==> src/rtl/obc_da_dot_engine.sv <==
// Bit-serial offset-binary-coded distributed-arithmetic dot-product engine.
// Computes y = sum_n c[n]*x[n]. Sample bits are streamed MSB-first: one
// OBC partial sum T over all input pairs per cycle, then a shift-accumulate.
// The loadable coefficient sum C removes the OBC offset at the end.
module obc_da_dot_engine #(
  parameter int N_TAPS = 16,
  parameter int DATA_W = 16,
  parameter int COEF_W = 16,
  localparam int OUT_W = DATA_W + COEF_W + $clog2(N_TAPS)
) (
  input  logic                       clk,
  input  logic                       rst_n,
  input  logic                       coef_we,
  input  logic [$clog2(N_TAPS)-1:0]  coef_addr,
  input  logic [COEF_W-1:0]          coef_data,
  input  logic                       in_valid,
  output logic                       in_ready,
  input  logic [N_TAPS*DATA_W-1:0]   x_in,
  output logic                       out_valid,
  input  logic                       out_ready,
  output logic [OUT_W-1:0]           y_out
);

  localparam int ACC_W   = OUT_W + 1;
  localparam int EXT_W   = ACC_W - COEF_W;
  localparam int N_PAIRS = N_TAPS / 2;
  localparam int CNT_W   = (DATA_W > 1) ? $clog2(DATA_W) : 1;
  localparam logic [CNT_W-1:0] CNT_MSB = CNT_W'(DATA_W - 1);

  typedef enum logic [1:0] {S_IDLE, S_RUN, S_FINAL, S_HOLD} state_t;

  state_t                           state_q, state_d;
  logic                             started_q;
  logic [CNT_W-1:0]                 cnt_q, cnt_d;
  logic signed [ACC_W-1:0]          acc_q, acc_d;
  logic [OUT_W-1:0]                 y_q, y_d;
  logic                             ov_q, ov_d;
  logic [N_TAPS-1:0][DATA_W-1:0]    x_q, x_shift;
  logic                             x_load, x_shift_en;

  logic signed [COEF_W-1:0]         coef_q [N_TAPS];
  logic signed [ACC_W-1:0]          csum_q, csum_d;
  logic                             coef_wr;

  logic signed [ACC_W-1:0]          psum [N_PAIRS+1];
  logic signed [ACC_W-1:0]          t_sum;
  logic signed [ACC_W-1:0]          diff;

  function automatic logic signed [ACC_W-1:0] sext_coef(input logic [COEF_W-1:0] v);
    return {{EXT_W{v[COEF_W-1]}}, v};
  endfunction

  // Coefficients may only change while no vector is in flight.
  assign coef_wr = coef_we && (state_q == S_IDLE);
  assign csum_d  = csum_q - sext_coef(coef_q[coef_addr]) + sext_coef(coef_data);

  // Coefficient store and running coefficient sum C.
  // NOTE: the coefficient array is reset explicitly because a cleared set is
  // part of the reset contract; the sample register below is always loaded
  // before use, so it carries no reset.
  always_ff @(posedge clk or negedge rst_n) begin
    if (!rst_n) begin
      coef_q <= '{default: '0};
      csum_q <= '0;
    end else if (coef_wr) begin
      coef_q[coef_addr] <= coef_data;
      csum_q            <= csum_d;
    end
  end

  // One OBC pair term per input pair, chained into the per-cycle sum T.
  assign psum[0] = '0;
  for (genvar k = 0; k < N_PAIRS; k++) begin : g_pair
    logic                    b_lo, b_hi;
    logic signed [ACC_W-1:0] c_lo, c_hi, pair;
    assign b_lo = x_q[2*k][DATA_W-1];
    assign b_hi = x_q[2*k+1][DATA_W-1];
    assign c_lo = sext_coef(coef_q[2*k]);
    assign c_hi = sext_coef(coef_q[2*k+1]);
    assign pair = c_lo + ((b_lo == b_hi) ? c_hi : -c_hi);
    assign psum[k+1] = psum[k] + (b_lo ? pair : -pair);
  end
  assign t_sum = psum[N_PAIRS];

  // Each sample shifts left so the bit under evaluation always sits at the MSB.
  for (genvar n = 0; n < N_TAPS; n++) begin : g_shift
    assign x_shift[n] = {x_q[n][DATA_W-2:0], 1'b0};
  end

  // Remove the OBC offset; the difference is always even, so the shift is exact.
  assign diff = acc_q - csum_q;

  // Next-state and datapath control for the IDLE/RUN/FINAL/HOLD sequence.
  // NOTE: every signal gets a default before the case so no path leaves one
  // unassigned, which would otherwise infer a latch.
  always_comb begin
    state_d    = state_q;
    cnt_d      = cnt_q;
    acc_d      = acc_q;
    y_d        = y_q;
    ov_d       = ov_q;
    x_load     = 1'b0;
    x_shift_en = 1'b0;
    case (state_q)
      S_IDLE: begin
        if (in_valid && in_ready) begin
          x_load  = 1'b1;
          acc_d   = '0;
          cnt_d   = CNT_MSB;
          state_d = S_RUN;
        end
      end
      S_RUN: begin
        acc_d      = {acc_q[ACC_W-2:0], 1'b0} + ((cnt_q == CNT_MSB) ? -t_sum : t_sum);
        x_shift_en = 1'b1;
        cnt_d      = cnt_q - CNT_W'(1);
        if (cnt_q == '0) state_d = S_FINAL;
      end
      S_FINAL: begin
        y_d     = diff[ACC_W-1:1];
        ov_d    = 1'b1;
        state_d = S_HOLD;
      end
      S_HOLD: begin
        if (out_ready) begin
          ov_d    = 1'b0;
          state_d = S_IDLE;
        end
      end
      default: state_d = S_IDLE;
    endcase
  end

  // Control and result registers; reset aborts any vector in flight.
  // NOTE: sequential state uses non-blocking assignments so every register
  // samples the pre-edge value of every other register.
  always_ff @(posedge clk or negedge rst_n) begin
    if (!rst_n) begin
      state_q   <= S_IDLE;
      started_q <= 1'b0;
      cnt_q     <= '0;
      acc_q     <= '0;
      y_q       <= '0;
      ov_q      <= 1'b0;
    end else begin
      state_q   <= state_d;
      started_q <= 1'b1;
      cnt_q     <= cnt_d;
      acc_q     <= acc_d;
      y_q       <= y_d;
      ov_q      <= ov_d;
    end
  end

  // Sample register: captured on accept, shifted one bit per RUN cycle.
  always_ff @(posedge clk) begin
    if (x_load) begin
      x_q <= x_in;
    end else if (x_shift_en) begin
      x_q <= x_shift;
    end
  end

  // in_ready stays low until the first edge after reset release.
  assign in_ready  = started_q && (state_q == S_IDLE);
  assign out_valid = ov_q;
  assign y_out     = y_q;

endmodule

==> config.mk <==
export PLATFORM = sky130hd
export DESIGN_NAME = obc_da_dot_engine
export DESIGN_NICKNAME = d
export VERILOG_FILES = /design/src/rtl/obc_da_dot_engine.sv
export SDC_FILE = /design/constraint.sdc
export NUM_CORES = 2
export LEC_CHECK = 0
export CORE_ASPECT_RATIO = 1.25
export CORE_MARGIN = 5
export CORE_UTILIZATION = 60
export DETAILED_ROUTE_END_ITERATION = 10
export PLACE_DENSITY = 0.75
export SYNTH_ARGS = -nofsm -noshare
export SYNTH_HDL_FRONTEND = slang
export SYNTH_SLANG_ARGS = --single-unit
==> constraint.sdc <==
create_clock -name clk -period 17.53 [get_ports clk]
set_input_delay 3.506 -clock clk [delete_from_list [all_inputs] [get_ports clk]]
set_output_delay 3.506 -clock clk [all_outputs]
set_load 0.05 [all_outputs]
==> metrics.yaml <==
outcome: "finished, final reports clean"
ant_nets: 0
hold_buffers: 0
place.gp.congestion: 1.07
wl_per_cell_microns: 22.9
multi_input_area_sq_um: 44900
dpl.hpwl_mm: 171
ys_async_sr_fraction_pct: 59.4
clkLatencyLatePin_ps: 690
slew_violations: 0
rsz0062_at_grt: "no"
boundaryPins: 319
postSynthCellCount: 7568
startpoint_type: "flop"
tightest_slew_ps: 1310
fmax_mhz: 74.1
path_buf_inv: 2
worst-path-max-fanout: 7
grt_pass1_vias: 58000
synth_top_area_share_pct: 14.4
synth_flop_cell: "dfrtp_1"
min_period_over_period_pct: 77.0
cap_violations: 0
synthTopCellsByArea: "dfrtp_1 14%, edfxtp_1 12%, ha_1 9.3%"
syn_to_final_growth_pct: 10.9
crit_required_ps: 18130
vias: 57800
cts-root-buf: "clkbuf_16"
die_w_microns: 304
die_y_microns: 378
final_hold_viol_count: 0
final_area_sq_um: 72000
critical_path_class: "reg2reg"
place_area_sq_um: 69500
synthTopCellsByCount: "1259 x nand2_1, 546 x inv_1, 503 x o21ai_0"
die_area_sq_um: 115000
synth_most_common_cell: "nand2_1"
cp.arrival_ps: 14100
drive_above_1_share_pct: 6.57
htree_levels: 3
setup_viol: 0
coreArea_sq_um: 108000
first_iter_violations: 4788
antenna_found_initial: 9
syn-cell-area_sq_um: 64900
drc: 0
cts_made_buffers: 72
synth_top_cell_by_area: "dfrtp_1"
nets: 8795
synth-seq-area-share_pct: 26.3
finalCriticalPeriod_ps: 13500
syn_nets: 8589
drt_wl_total_mm: 213
finalSetupTns_ps: 0
grt_pass1_wl_mm: 325
synth.distinct_cells: 105
grt_max_degree: 113
crit_family: "simple AND/OR/NAND/NOR gates"
port_buffers: 318
grt.total_usage_pct: 36.0
cts_setup_buffers: 0
cts.sink_count: 630
finalClockSkew_ps: 52.7
slowest_stage: "nor4b_1"
cts_tree: "yes"
post_cts_resized: 0
fillers: 8919
dr.pass1.iters: 6
clk_pin_slew_ps: 80
grt_overflow: 0
syn_avg_cell_area_sq_um: 8.58
start_util_pct: 60.1
cp_slowest_stage_delay_ps: 860
clockBufferDepth: 3
regArea_sq_um: 17000
rows: 135
hold_class: "reg2reg"
endpoint_kind: "flop"
viasPerCell: 6.23
yosysWarningCount: 0
whs_ps: 481
ys_seq_elements: 630
synth_edf_count: 256
slew_headroom_pct: 12.6
-- through the flow --
step / cells / utilization (%) / worst slack, ps
after floorplan: 7568 / - / 6030
final: 9272 / 66.7 / 4030
after detailed placement: 9138 / 64.4 / 4370
after global placement: 9138 / 64.4 / 4570
after global routing: 9271 / 66.7 / 3450
after CTS: 9267 / 66.7 / 4200
-- layout by cell type, fill, tap and decap left out, drive strengths merged, types with 80 or more instances in the layout --
master         count
clkdlybuf4s50    315
nor2             464
a31oi             95
ha               481
edfxtp           256
mux2             165
and2              81
a21o             169
o21ai            530
a21oi            503
clkbuf            94
xor2             329
dfrtp            374
xnor2            453
nand2           1259
inv              549
fa               259
nand2b            80
nor3             148
mux4              80
nand3            109
-- final timing paths --
path | cells past startpoint | to | startpoint | slack [ps]
hold / removal | 2 | csum_q[4] | csum_q[4] | 480
min in group asynchronous | 1 | csum_q[3] | rst_n | 2860
setup reg to reg | 41 | acc_q[36] | coef_q[198] | 4030
hold reg to reg | 2 | csum_q[4] | csum_q[4] | 480
max in group asynchronous | 3 | coef_q[15] | rst_n | 12230
setup / recovery | 41 | acc_q[36] | coef_q[198] | 4030
-- layer usage --
metal	part of all wire (%)	vias up	global-route usage [%]
li1	-	26900	-
met1	37	27800	41.1
met2	50	2350	64.4
met3	7.0	694	6.11
met4	6.5	8	19.9
met5	0.030	-	0
-- worst min-delay path: cells and delay by family (launching register included) --
family	cells	cell delay, ps
DFF	1	340
and+or+nand+nor	1	50
AOI/OAI and AO/OA	1	50
-- layout make-up --
class | instances | share of cell area (%)
clock inverter | 35 | 0.739
sequential | 630 | 23.7
clock buffer | 94 | 2.70
multi-input combinational | 6134 | 62.3
tap | 1438 | 2.50
inverter | 547 | 2.85
antenna | 5 | 0.0174
timing repair buffer | 389 | 5.16
-- state kept, by name, indices dropped and copies added (netlist names), 4 cells and up --
| register | cells |
|---|---|
| acc_q | 37 |
| g_pair.b_hi | 8 |
| csum_q | 37 |
| g_pair.b_lo | 8 |
| x_q | 240 |
| cnt_q | 4 |
| y_out | 36 |
| coef_q | 256 |
-- cells by family (layout without fill, tap and decap cells) --
logic type	after synthesis	count (layout)	synth area share [%]
AO/OA/AOI/OAI	1800	1800	17.3
XOR/XNOR	788	788	10.8
adder cells (fa/ha/maj)	740	740	17.3
buffers and inverters	804	1065	4.67
flip-flops	630	630	26.3
multiplexers	253	253	5.77
other	1	6	0.00578
AND/OR/NAND/NOR	2552	2552	17.9
Power is left out: the tool's default activity adds up to more than one toggle a clock period on the data nets, which glitch-free logic cannot reach.
